===== src/rtl/hazard_unit_if.sv =====
// Pipeline hazard bundle: register tags and enables in from the pipeline, stall/forward controls out.
// The master side is the hazard unit; the slave side is the pipeline that consumes the controls.
interface hazard_unit_if;
    logic [4:0] rs_d;
    logic [4:0] rt_d;
    logic [4:0] rs_e;
    logic [4:0] rt_e;
    logic [4:0] write_reg_e;
    logic [4:0] write_reg_m;
    logic [4:0] write_reg_w;
    logic       reg_write_e;
    logic       reg_write_m;
    logic       reg_write_w;
    logic       mem_to_reg_e;
    logic       mem_to_reg_m;
    logic       branch_d;
    logic       hilo_read_d;
    logic       md_start_e;
    logic       md_is_div_e;

    logic       stall_f;
    logic       stall_d;
    logic       flush_e;
    logic       forward_a_d;
    logic       forward_b_d;
    logic [1:0] forward_a_e;
    logic [1:0] forward_b_e;
    logic       md_busy;

    modport master (
        input  rs_d, rt_d, rs_e, rt_e,
        input  write_reg_e, write_reg_m, write_reg_w,
        input  reg_write_e, reg_write_m, reg_write_w,
        input  mem_to_reg_e, mem_to_reg_m,
        input  branch_d, hilo_read_d, md_start_e, md_is_div_e,
        output stall_f, stall_d, flush_e,
        output forward_a_d, forward_b_d, forward_a_e, forward_b_e,
        output md_busy
    );

    modport slave (
        output rs_d, rt_d, rs_e, rt_e,
        output write_reg_e, write_reg_m, write_reg_w,
        output reg_write_e, reg_write_m, reg_write_w,
        output mem_to_reg_e, mem_to_reg_m,
        output branch_d, hilo_read_d, md_start_e, md_is_div_e,
        input  stall_f, stall_d, flush_e,
        input  forward_a_d, forward_b_d, forward_a_e, forward_b_e,
        input  md_busy
    );
endinterface


===== src/rtl/hazard_unit.sv =====
// Pipeline hazard unit: load-use / branch stalls, forwarding selects and mult/div busy tracking.
// Optional HAZARD_STALL_COUNT_EN adds a free-running 32-bit count of stalled cycles.
module hazard_unit #(
    parameter int unsigned MULT_CYCLES = 4,
    parameter int unsigned DIV_CYCLES  = 12
) (
    input  logic          clk,
    input  logic          rst_n,
    hazard_unit_if.master hz
`ifdef HAZARD_STALL_COUNT_EN
    ,
    output logic [31:0]   stall_count
`endif
);

    typedef enum logic [1:0] {
        IDLE,
        BUSY,
        DONE
    } md_state_e;

    localparam logic [3:0] MULT_LOAD = 4'(MULT_CYCLES - 1);
    localparam logic [3:0] DIV_LOAD  = 4'(DIV_CYCLES - 1);

    md_state_e  state_q;
    logic [3:0] cnt_q;
    logic [3:0] load_val;

    logic lw_stall;
    logic br_stall;
    logic md_stall;
    logic stall_any;

    // $0 is hard-wired, so a zero tag never creates a dependency.
    function automatic logic tag_hit(input logic [4:0] a, input logic [4:0] b);
        return (a != '0) && (a == b);
    endfunction

    always_comb begin
        hz.forward_a_e = 2'b00;
        if (hz.reg_write_m && tag_hit(hz.write_reg_m, hz.rs_e)) begin
            hz.forward_a_e = 2'b10;
        end else if (hz.reg_write_w && tag_hit(hz.write_reg_w, hz.rs_e)) begin
            hz.forward_a_e = 2'b01;
        end

        hz.forward_b_e = 2'b00;
        if (hz.reg_write_m && tag_hit(hz.write_reg_m, hz.rt_e)) begin
            hz.forward_b_e = 2'b10;
        end else if (hz.reg_write_w && tag_hit(hz.write_reg_w, hz.rt_e)) begin
            hz.forward_b_e = 2'b01;
        end

        hz.forward_a_d = hz.reg_write_m && tag_hit(hz.write_reg_m, hz.rs_d);
        hz.forward_b_d = hz.reg_write_m && tag_hit(hz.write_reg_m, hz.rt_d);
    end

    always_comb begin
        lw_stall = hz.mem_to_reg_e &&
                   (tag_hit(hz.write_reg_e, hz.rs_d) || tag_hit(hz.write_reg_e, hz.rt_d));

        br_stall = hz.branch_d &&
                   ((hz.reg_write_e &&
                     (tag_hit(hz.write_reg_e, hz.rs_d) || tag_hit(hz.write_reg_e, hz.rt_d))) ||
                    (hz.mem_to_reg_m &&
                     (tag_hit(hz.write_reg_m, hz.rs_d) || tag_hit(hz.write_reg_m, hz.rt_d))));

        md_stall  = (state_q == BUSY) && hz.hilo_read_d;
        stall_any = lw_stall | br_stall | md_stall;

        hz.stall_f = stall_any;
        hz.stall_d = stall_any;
        hz.flush_e = stall_any;
        hz.md_busy = (state_q == BUSY);
    end

    assign load_val = hz.md_is_div_e ? DIV_LOAD : MULT_LOAD;

    // DONE accepts a new issue exactly like IDLE so back-to-back ops lose no cycle.
    always_ff @(posedge clk or negedge rst_n) begin
        if (!rst_n) begin
            state_q <= IDLE;
            cnt_q   <= '0;
        end else begin
            case (state_q)
                IDLE, DONE: begin
                    if (hz.md_start_e) begin
                        cnt_q   <= load_val;
                        state_q <= (load_val == '0) ? DONE : BUSY;
                    end else begin
                        state_q <= IDLE;
                    end
                end
                BUSY: begin
                    cnt_q <= cnt_q - 4'd1;
                    if (cnt_q <= 4'd1) begin
                        state_q <= DONE;
                    end
                end
                default: begin
                    state_q <= IDLE;
                    cnt_q   <= '0;
                end
            endcase
        end
    end

`ifdef HAZARD_STALL_COUNT_EN
    logic [31:0] stall_count_q;

    always_ff @(posedge clk or negedge rst_n) begin
        if (!rst_n) begin
            stall_count_q <= '0;
        end else if (stall_any) begin
            stall_count_q <= stall_count_q + 32'd1;
        end
    end

    assign stall_count = stall_count_q;
`endif

endmodule


===== src/flat_wrapper.sv =====
// flat-port wrapper written by rule: the top's interface ports become plain ports
module hazard_unit_flat 
#(
    parameter int unsigned MULT_CYCLES = 4,
    parameter int unsigned DIV_CYCLES  = 12
)
  (clk, rst_n, hz_rs_d, hz_rt_d, hz_rs_e, hz_rt_e, hz_write_reg_e, hz_write_reg_m, hz_write_reg_w, hz_reg_write_e, hz_reg_write_m, hz_reg_write_w, hz_mem_to_reg_e, hz_mem_to_reg_m, hz_branch_d, hz_hilo_read_d, hz_md_start_e, hz_md_is_div_e, hz_stall_f, hz_stall_d, hz_flush_e, hz_forward_a_d, hz_forward_b_d, hz_forward_a_e, hz_forward_b_e, hz_md_busy);
  hazard_unit_if hz_i ();
  input  logic clk;
  input  logic rst_n;
  input wire logic [$bits(hz_i.rs_d)-1:0] hz_rs_d;
  input wire logic [$bits(hz_i.rt_d)-1:0] hz_rt_d;
  input wire logic [$bits(hz_i.rs_e)-1:0] hz_rs_e;
  input wire logic [$bits(hz_i.rt_e)-1:0] hz_rt_e;
  input wire logic [$bits(hz_i.write_reg_e)-1:0] hz_write_reg_e;
  input wire logic [$bits(hz_i.write_reg_m)-1:0] hz_write_reg_m;
  input wire logic [$bits(hz_i.write_reg_w)-1:0] hz_write_reg_w;
  input wire logic [$bits(hz_i.reg_write_e)-1:0] hz_reg_write_e;
  input wire logic [$bits(hz_i.reg_write_m)-1:0] hz_reg_write_m;
  input wire logic [$bits(hz_i.reg_write_w)-1:0] hz_reg_write_w;
  input wire logic [$bits(hz_i.mem_to_reg_e)-1:0] hz_mem_to_reg_e;
  input wire logic [$bits(hz_i.mem_to_reg_m)-1:0] hz_mem_to_reg_m;
  input wire logic [$bits(hz_i.branch_d)-1:0] hz_branch_d;
  input wire logic [$bits(hz_i.hilo_read_d)-1:0] hz_hilo_read_d;
  input wire logic [$bits(hz_i.md_start_e)-1:0] hz_md_start_e;
  input wire logic [$bits(hz_i.md_is_div_e)-1:0] hz_md_is_div_e;
  output wire logic [$bits(hz_i.stall_f)-1:0] hz_stall_f;
  output wire logic [$bits(hz_i.stall_d)-1:0] hz_stall_d;
  output wire logic [$bits(hz_i.flush_e)-1:0] hz_flush_e;
  output wire logic [$bits(hz_i.forward_a_d)-1:0] hz_forward_a_d;
  output wire logic [$bits(hz_i.forward_b_d)-1:0] hz_forward_b_d;
  output wire logic [$bits(hz_i.forward_a_e)-1:0] hz_forward_a_e;
  output wire logic [$bits(hz_i.forward_b_e)-1:0] hz_forward_b_e;
  output wire logic [$bits(hz_i.md_busy)-1:0] hz_md_busy;
  assign hz_i.rs_d = hz_rs_d;
  assign hz_i.rt_d = hz_rt_d;
  assign hz_i.rs_e = hz_rs_e;
  assign hz_i.rt_e = hz_rt_e;
  assign hz_i.write_reg_e = hz_write_reg_e;
  assign hz_i.write_reg_m = hz_write_reg_m;
  assign hz_i.write_reg_w = hz_write_reg_w;
  assign hz_i.reg_write_e = hz_reg_write_e;
  assign hz_i.reg_write_m = hz_reg_write_m;
  assign hz_i.reg_write_w = hz_reg_write_w;
  assign hz_i.mem_to_reg_e = hz_mem_to_reg_e;
  assign hz_i.mem_to_reg_m = hz_mem_to_reg_m;
  assign hz_i.branch_d = hz_branch_d;
  assign hz_i.hilo_read_d = hz_hilo_read_d;
  assign hz_i.md_start_e = hz_md_start_e;
  assign hz_i.md_is_div_e = hz_md_is_div_e;
  assign hz_stall_f = hz_i.stall_f;
  assign hz_stall_d = hz_i.stall_d;
  assign hz_flush_e = hz_i.flush_e;
  assign hz_forward_a_d = hz_i.forward_a_d;
  assign hz_forward_b_d = hz_i.forward_b_d;
  assign hz_forward_a_e = hz_i.forward_a_e;
  assign hz_forward_b_e = hz_i.forward_b_e;
  assign hz_md_busy = hz_i.md_busy;
  hazard_unit #(.MULT_CYCLES(MULT_CYCLES), .DIV_CYCLES(DIV_CYCLES)) u_core (.clk(clk), .rst_n(rst_n), .hz(hz_i));
endmodule

===== config.mk =====
export PLATFORM = sky130hd
export DESIGN_NAME = hazard_unit_flat
export DESIGN_NICKNAME = d
export VERILOG_FILES = /design/src/rtl/hazard_unit_if.sv /design/src/rtl/hazard_unit.sv /design/src/flat_wrapper.sv
export SDC_FILE = /design/constraint.sdc
export NUM_CORES = 1
export LEC_CHECK = 0
export CORE_ASPECT_RATIO = 0.6
export CORE_MARGIN = 2
export CORE_UTILIZATION = 31
export DETAILED_ROUTE_END_ITERATION = 8
export PLACE_DENSITY = 0.84
export SYNTH_ARGS = -nofsm -noshare
export SYNTH_HDL_FRONTEND = slang
export SYNTH_SLANG_ARGS = --single-unit

===== constraint.sdc =====
create_clock -name clk -period 1.45 [get_ports clk]
set_clock_uncertainty 0.15 [all_clocks]
set_input_delay 0.2175 -clock clk [delete_from_list [all_inputs] [get_ports clk]]
set_output_delay 0.2175 -clock clk [all_outputs]
set_load 0.01 [all_outputs]

==> metrics list, run 1 <==
- Status: finished with violations
- Violated checks: negative setup slack
- Global routing consumed, over all layers together, 26.2% of the routing resources.
- After layout, the worst path uses 125% of the clock period.
* Iteration-0 DRC Markers: 33
* Flop-to-flop setup slack: -0.09 ns
- Count of final hold-check violations: 0
- The count of final max-slew check failures came to 0.
- Drt first pass iters: 4
- Via count of the first global-routing pass: 1339
- In this run the worst setup path begins at hz_write_reg_w[0].
* Routability cong.: 0.831
- Top cells by area in the synthesized netlist: sky130_fd_sc_hd__xor2_1 23%, sky130_fd_sc_hd__xnor2_1 19%, sky130_fd_sc_hd__dfrtp_1 17%
- The Yosys step of the flow raised 0 warnings.
- Relative to the synthesized area, the layout overhead comes to 142%.
- The floorplan step defined a core boundary enclosing 2590 sq um.
- TritonCTS built the clock tree.
- Hold crit path type: input port to async pin
- Detailed placement ended at an HPWL of 3050 um.
- Critical path launch point type: input port
- Starting density of the core: 33.6%
- Cell with the largest stage delay on the worst path: sky130_fd_sc_hd__or4_4
- The most numerous cell type found on the critical path is sky130_fd_sc_hd__buf_2.
- Post-route total power: 1690 uW
- Of all nets on the critical path, the largest fanout is 2.
- I/O Pins: 56
- The initial antenna violation count came to 0.
- The critical path is of the input port to output pin type.
- Util after Layout: 81.3%
* Number of nets in the finished design: 242
- Remaining design rule violation count: 0
* CTS H-tree lvls: 1
- For the pin with the worst max-slew slack, the measured transition is 0.310 ns.
- Synth Instances: 105
* Most used flip-flop cell after synthesis: sky130_fd_sc_hd__dfrtp_1
* R2R Path Start: u_core.cnt_q[0]
- Number of enable-type register cells in the synthesized netlist: 0
* Pwr per Cell Area: 802 nW/um^2
- Die W: 72.5 um
- Detailed-route wire length: 4670 um
- On the worst path, the slowest cell contributes a delay of 0.51 ns.
- Clk Latency, worst-skew pair: 0.22 ns
* Antenna Nets Post-Route: 0
- Post-synthesis average cell area: 8.31 sq um
- Of all cell types, the one taking the most synthesized area is sky130_fd_sc_hd__xor2_1.
- The number of different library cells used by synthesis comes to 24.
- During placement, the flow inserted port buffers numbering 55.
* Clock-pin transition on the worst setup and hold timing paths: 0.04 ns
* CP Cell Sequence: buf_2, buf_6, xor2_2, or4_4, nor4_4, buf_2
* Final setup violating endpoints: 10
- Leakage Power: 0.000942 uW
- Summing every instance area after synthesis gives 872 sq um.
* CTS root buffer: sky130_fd_sc_hd__clkbuf_8
* Routed wirelength normalized by instance count: 20.8 um
- In the final layout, the share of cells above drive strength 1 is 67.7%.
* Clock buffer depth: 2
- In this run, synthesis produced a sequential element count of 6.
* Via total after detailed routing: 1174
- CP delay by family, top: simple AND/OR/NAND/NOR gates
- Share of Yosys cell area claimed by the top area cell type: 23.1%
- Vias per Instance: 5.22
- Across all setup checks in the final design, the least slack found is -0.358 ns.
* Maximum number of pins on one net before global-route repair: 7
* RSZ-0062 raised after global routing: true
- Shortest period the worst path allows: 1.81 ns
* CTS sink count: 6
- Y dimension of the die: 45.1 um
* GRT Residual Overflow: 0
* Std-Cell Rows: 14
- Of the synthesized area, sequential elements account for 17.2%.
* Worst slack after detailed placement: -1.20 ns
- Number of CTS-inserted buffers: 3
* Syn_nets: 153
- The number of buffers and inverters on the critical path is 3.
- Max-cap violations in this run came to 0.
- IR Drop Worst-Case VDD: 0.637 mV
- Setup Total Neg Slack: -2.27 ns
- Most instantiated library cell after synthesis: sky130_fd_sc_hd__xor2_1
* CP arrival: 1.44 ns
- Data on the critical path is required at its endpoint by 1.08 ns.
- The first global-routing pass estimated 6150 um of wire.
- By count the netlist is led by 23 x sky130_fd_sc_hd__xor2_1, 19 x sky130_fd_sc_hd__xnor2_1, 7 x sky130_fd_sc_hd__nor3_1.
* Die Outline Area: 3270 sq um
- Worst Setup End Kind: output pin
- Max-Slew Margin vs Limit: 79.2%
- Derived from the worst setup path, the maximum achievable clock frequency is 553 MHz.
* Async set or reset register ratio after synthesis: 100%
## area by class of cell
class,count,area [sq um]
diodes,1,2.50
clock buffers,3,41.3
fillers,138,485
inverters,5,18.8
multi-input cells,87,1040
flip-flops and latches,6,150
well taps,32,40.0
repair buffers,91,818
## power by group
part | switching, uW | leakage (uW) | total, uW | internal, uW
sequential | 92.4 | 0.0000738 | 344 | 251
clock | 70.2 | 0.0000216 | 248 | 178
combinational | 545 | 0.000847 | 1100 | 552
## flip-flops by register name, indices dropped and copies added, names as in the netlist
register / count
u_core.state_q: 2
u_core.cnt_q: 4
## worst paths after layout
check	to	cells past startpoint
max in group asynchronous	u_core.cnt_q[3]	1
min in group clk	u_core.state_q[1]	1
setup reg to reg	u_core.state_q[0]	5
hold reg to reg	u_core.state_q[1]	1
setup / recovery	hz_forward_a_e[0]	6
hold / removal	u_core.cnt_q[2]	1
## logic make-up (layout without fill, tap and decap cells)
kind of cell,Yosys count,after routing,share of synthesized area (%)
muxes,1,1,1.15
adders and majority gates,2,2,2.87
xor gates and xnor gates,42,42,42.2
buffers and inverters,12,99,7.89
AOI/OAI and AO/OA,10,10,7.75
other,0,1,0
DFF,6,6,17.2
and+or+nand+nor,32,32,20.9
## worst register-to-register path: cells and delay by family (launching register included)
kind,cells,cell delay [ns]
flops,1,0.44
simple gates,2,0.34
compound gates,1,0.14
fa+ha+maj,1,0.26
buf+inv,1,0.11
## stage by stage
| stage | hold slack [ns] | std cells | instance area [sq um] |
|---|---|---|---|
| 2_1_floorplan | -0.228 | 105 | 902 |
| 3_3_place_gp | 0.315 | 216 | 1680 |
| 3_5_place_dp | 0.334 | 216 | 1680 |
| 4_1_cts | 0.0995 | 223 | 1940 |
| 5_1_grt | 0.124 | 224 | 2100 |
| 6_report | 0.102 | 225 | 2110 |
## layout by cell type, fill, tap and decap left out, drive strengths merged
cell            n
nor2            5
xor2           23
or4             4
diode           1
clkbuf          7
nor3            7
dfrtp           6
o311ai          1
o22ai           4
ha              2
nor2b           2
xnor2          19
inv             5
o32ai           1
o2111ai         1
dlygate4sd2     2
nand2           3
clkdlybuf4s50   8
a21oi           1
nor4            5
o21ai           1
buf            73
a31oi           1
clkdlybuf4s15   4
nand3           5
mux2i           1
nand2b          1
## repair_timing
action / in CTS / in global routing
endpoints found under the setup margin: 10 / 9
buffers inserted: 4 / 1
resized for setup: 244 / 35
hold buffers: 0 / 0
pin swaps: 36 / 17
## routing by layer
metal / vias to the layer above / GRT usage (%) / routed length [um] / part of all wire, %
met5: - / 0 / 0 / 0
met4: 0 / 7.41 / 272 / 5.8
met3: 27 / 4.91 / 229 / 4.9
met2: 51 / 53.4 / 2550 / 55
met1: 565 / 28.1 / 1620 / 35
li1: 531 / - / - / -
No activity file was read; power rests on OpenSTA's default activity.
==> run 2: changes to the inputs <==
--- a/config.mk
+++ b/config.mk
@@ -7,9 +7,9 @@
 export LEC_CHECK = 0
 export CORE_ASPECT_RATIO = 0.6
 export CORE_MARGIN = 2
-export CORE_UTILIZATION = 31
+export CORE_UTILIZATION = 33
 export DETAILED_ROUTE_END_ITERATION = 8
-export PLACE_DENSITY = 0.84
+export PLACE_DENSITY = 0.88
 export SYNTH_ARGS = -nofsm -noshare
 export SYNTH_HDL_FRONTEND = slang
 export SYNTH_SLANG_ARGS = --single-unit
==> metrics list, run 2 (same netlist as run 1, synthesis figures left out) <==
- The run finished, with violations left.
- Violated checks: negative setup slack
* Worst Setup End Kind: output pin
- The static leakage is 0.000890 uW (-5.5%).
* Via total after detailed routing: 1163 (-0.94%)
* Antenna Nets Post-Route: 0 (unchanged)
- Maximum number of pins on one net before global-route repair: 7 (unchanged)
- The largest vdd supply drop is 0.916 mV (+44%).
- The data required time at the worst endpoint was 1.08 ns (about the same).
* Std-Cell Rows: 14 (unchanged)
- The remaining routing DRC violations is 0 (unchanged).
- The tightest slew margin relative to the limit was 78.0% (-1.1 points).
* Count of final hold-check violations: 0 (unchanged)
- The number of I/O port buffers is 55 (unchanged).
- The power density over the cells was 803 nW/um^2 (+0.12%).
- The fraction of layout instances using a drive strength above 1 is 63.4% (-4.3 points).
* Peak Freq: 551 MHz (-0.41%)
* Via count of the first global-routing pass: 1242 (-7.2%)
- The setup TNS is -2.03 ns (+0.243 ns).
* I/O Pins: 56 (unchanged)
* RSZ-0062 raised after global routing: true
* Portion of total power attributed to sequential cells: 21.0% (+0.7 points)
* Routability cong.: 0.769 (-7.5%)
- Max Cap Violations: 0 (unchanged)
- The average detailed-routed wire length per instance was 19.7 um (-5.0%).
- The antenna diode instance count is 0 (-1).
* Reported net switching power: 645 uW (-8.8%)
- The switching share of power is 40.8% (-1.1 points).
- The critical path is of the input port to output pin type.
- The vertical die dimension came to 43.8 um (-2.8%).
* Detailed-route wire length: 4300 um (-8.0%)
* Portion of total power attributed to the clock network: 16.3% (+1.6 points)
* Util after Layout: 78.6% (-2.7 points)
* Iteration-0 DRC Markers: 41 (+24%)
* Global-route wire length before repair: 6240 um (+1.6%)
- Final worst-path cycle share: 125% (+0.52 points)
- The setup slack at placement was -1.20 ns (-0.00830 ns).
- Cell internal power dissipation: 935 uW (-4.8%)
- The path class of the tightest hold or removal check is input port to async pin.
* Hold Worst Slack: 0.0814 ns (-0.0211 ns)
* Most common library cell in the layout ignoring fill and taps: sky130_fd_sc_hd__buf_6
* Clk Latency, worst-skew pair: 0.23 ns (about the same)
- The global-route total usage across every layer came to 27.3% (+1.2 points).
- GRT Residual Overflow: 0 (unchanged)
- Highest-count cells in the layout ignoring fill and taps: 22 x sky130_fd_sc_hd__buf_6, 21 x sky130_fd_sc_hd__buf_4, 17 x sky130_fd_sc_hd__buf_2, 16 x sky130_fd_sc_hd__xor2_1, 11 x sky130_fd_sc_hd__xnor2_2
- Clock buffer depth: 2 (unchanged)
- The number of flip-flops under the largest register name came to 4 (unchanged).
- The tree is rooted in a sky130_fd_sc_hd__clkbuf_8.
* HPWL after detailed placement: 3020 um (-0.90%)
- The number of levels in the clock H-tree came to 1 (unchanged).
- Starting density of the core: 34.8% (+1.2 points)
* Final setup violating endpoints: 9 (-1)
- The count of final max-slew check failures was 0 (unchanged).
* Critical path launch point type: input port
- The iteration count of the initial detailed-routing pass was 4 (unchanged).
* Register ranked first by flip-flop count: u_core.cnt_q
- CTS tree: done
- Relative contribution of combinational cells to total power: 62.8% (-2.2 points)
- Core region area: 2500 sq um (-3.4%)
* Biggest registers after layout: u_core.cnt_q: 4 flops, u_core.state_q: 2 flops
- The floorplan die area is 3080 sq um (-5.6%).
* Area Growth Syn to Fin: 126%
- The initial antenna violation count is 0 (unchanged).
- Final worst setup slack: -0.365 ns (-0.00747 ns)
* Vias per Instance: 5.33 (+2.2%)
* Number of CTS-inserted buffers: 3 (unchanged)
- The minimum clock period after layout came to 1.82 ns (+0.00747 ns).
* CTS sink count: 6 (unchanged)
- Number of nets in the finished design: 236 (-2.5%)
- Clock-pin transition on the worst setup and hold timing paths: 0.04 ns (about the same)
- CP arrival: 1.45 ns (about the same)
- Die W: 70.4 um (-2.9%)
- The actual transition at the worst max-transition pin is 0.329 ns (+0.0194 ns).
- The worst-path maximum fanout is 2 (unchanged).
## run 2: final timing paths
check	startpoint	end	slack [ns]	cells after the start
worst max register to register	u_core.cnt_q[0]	u_core.state_q[0]	0.08	5
max in group asynchronous	rst_n	u_core.cnt_q[3]	0.85	1
worst min register to register	u_core.cnt_q[3]	u_core.state_q[1]	0.37	1
worst min-delay path	rst_n	u_core.cnt_q[2]	0.08	1
min in group clk	u_core.cnt_q[3]	u_core.state_q[1]	0.37	1
worst max-delay path	hz_write_reg_w[1]	hz_forward_a_e[0]	-0.37	6
## run 2: per-layer routing
metal	routed length [um]	GRT usage [%]
met5	0	0
met4	214	13.8
met3	268	1.86
met2	2240	51.5
met1	1580	32.1
## run 2: worst max-delay path: stages
cell and delay [ns]:
sky130_fd_sc_hd__buf_8 0.10, sky130_fd_sc_hd__buf_6 0.11, sky130_fd_sc_hd__xor2_1 0.17, sky130_fd_sc_hd__or4_4 0.53, sky130_fd_sc_hd__nor4_2 0.15, sky130_fd_sc_hd__buf_2 0.17
## run 2: per-stage QoR
step	power [uW]	std cells	area (sq um)
2_1_floorplan	780	105	902
3_3_place_gp	1150	212	1650
3_5_place_dp	1220	212	1650
4_1_cts	1490	218	1860
5_1_grt	1640	218	1970
6_report	1580	218	1970
## run 2: final cells by class
class | count | area [sq um]
timing repair buffer | 85 | 748
fill | 158 | 537
clock buffer | 3 | 41.3
tap | 32 | 40.0
multi-input combinational | 87 | 970
sequential | 6 | 150
inverter | 5 | 18.8
## run 2: power by group through the flow
stage	Combinational, uW	Clock, uW	Sequential, uW
after CTS	911	254	326
after global routing	1040	259	338
after global placement	835	0	311
final	992	257	331
after floorplan	463	0	317
after detailed placement	891	0	325
## run 2: what timing repair did
action	CTS	global route
buffers inserted	3	1
pin swaps	35	13
hold buffers	0	0
setup endpoints to repair	10	10
gates resized for setup	231	35
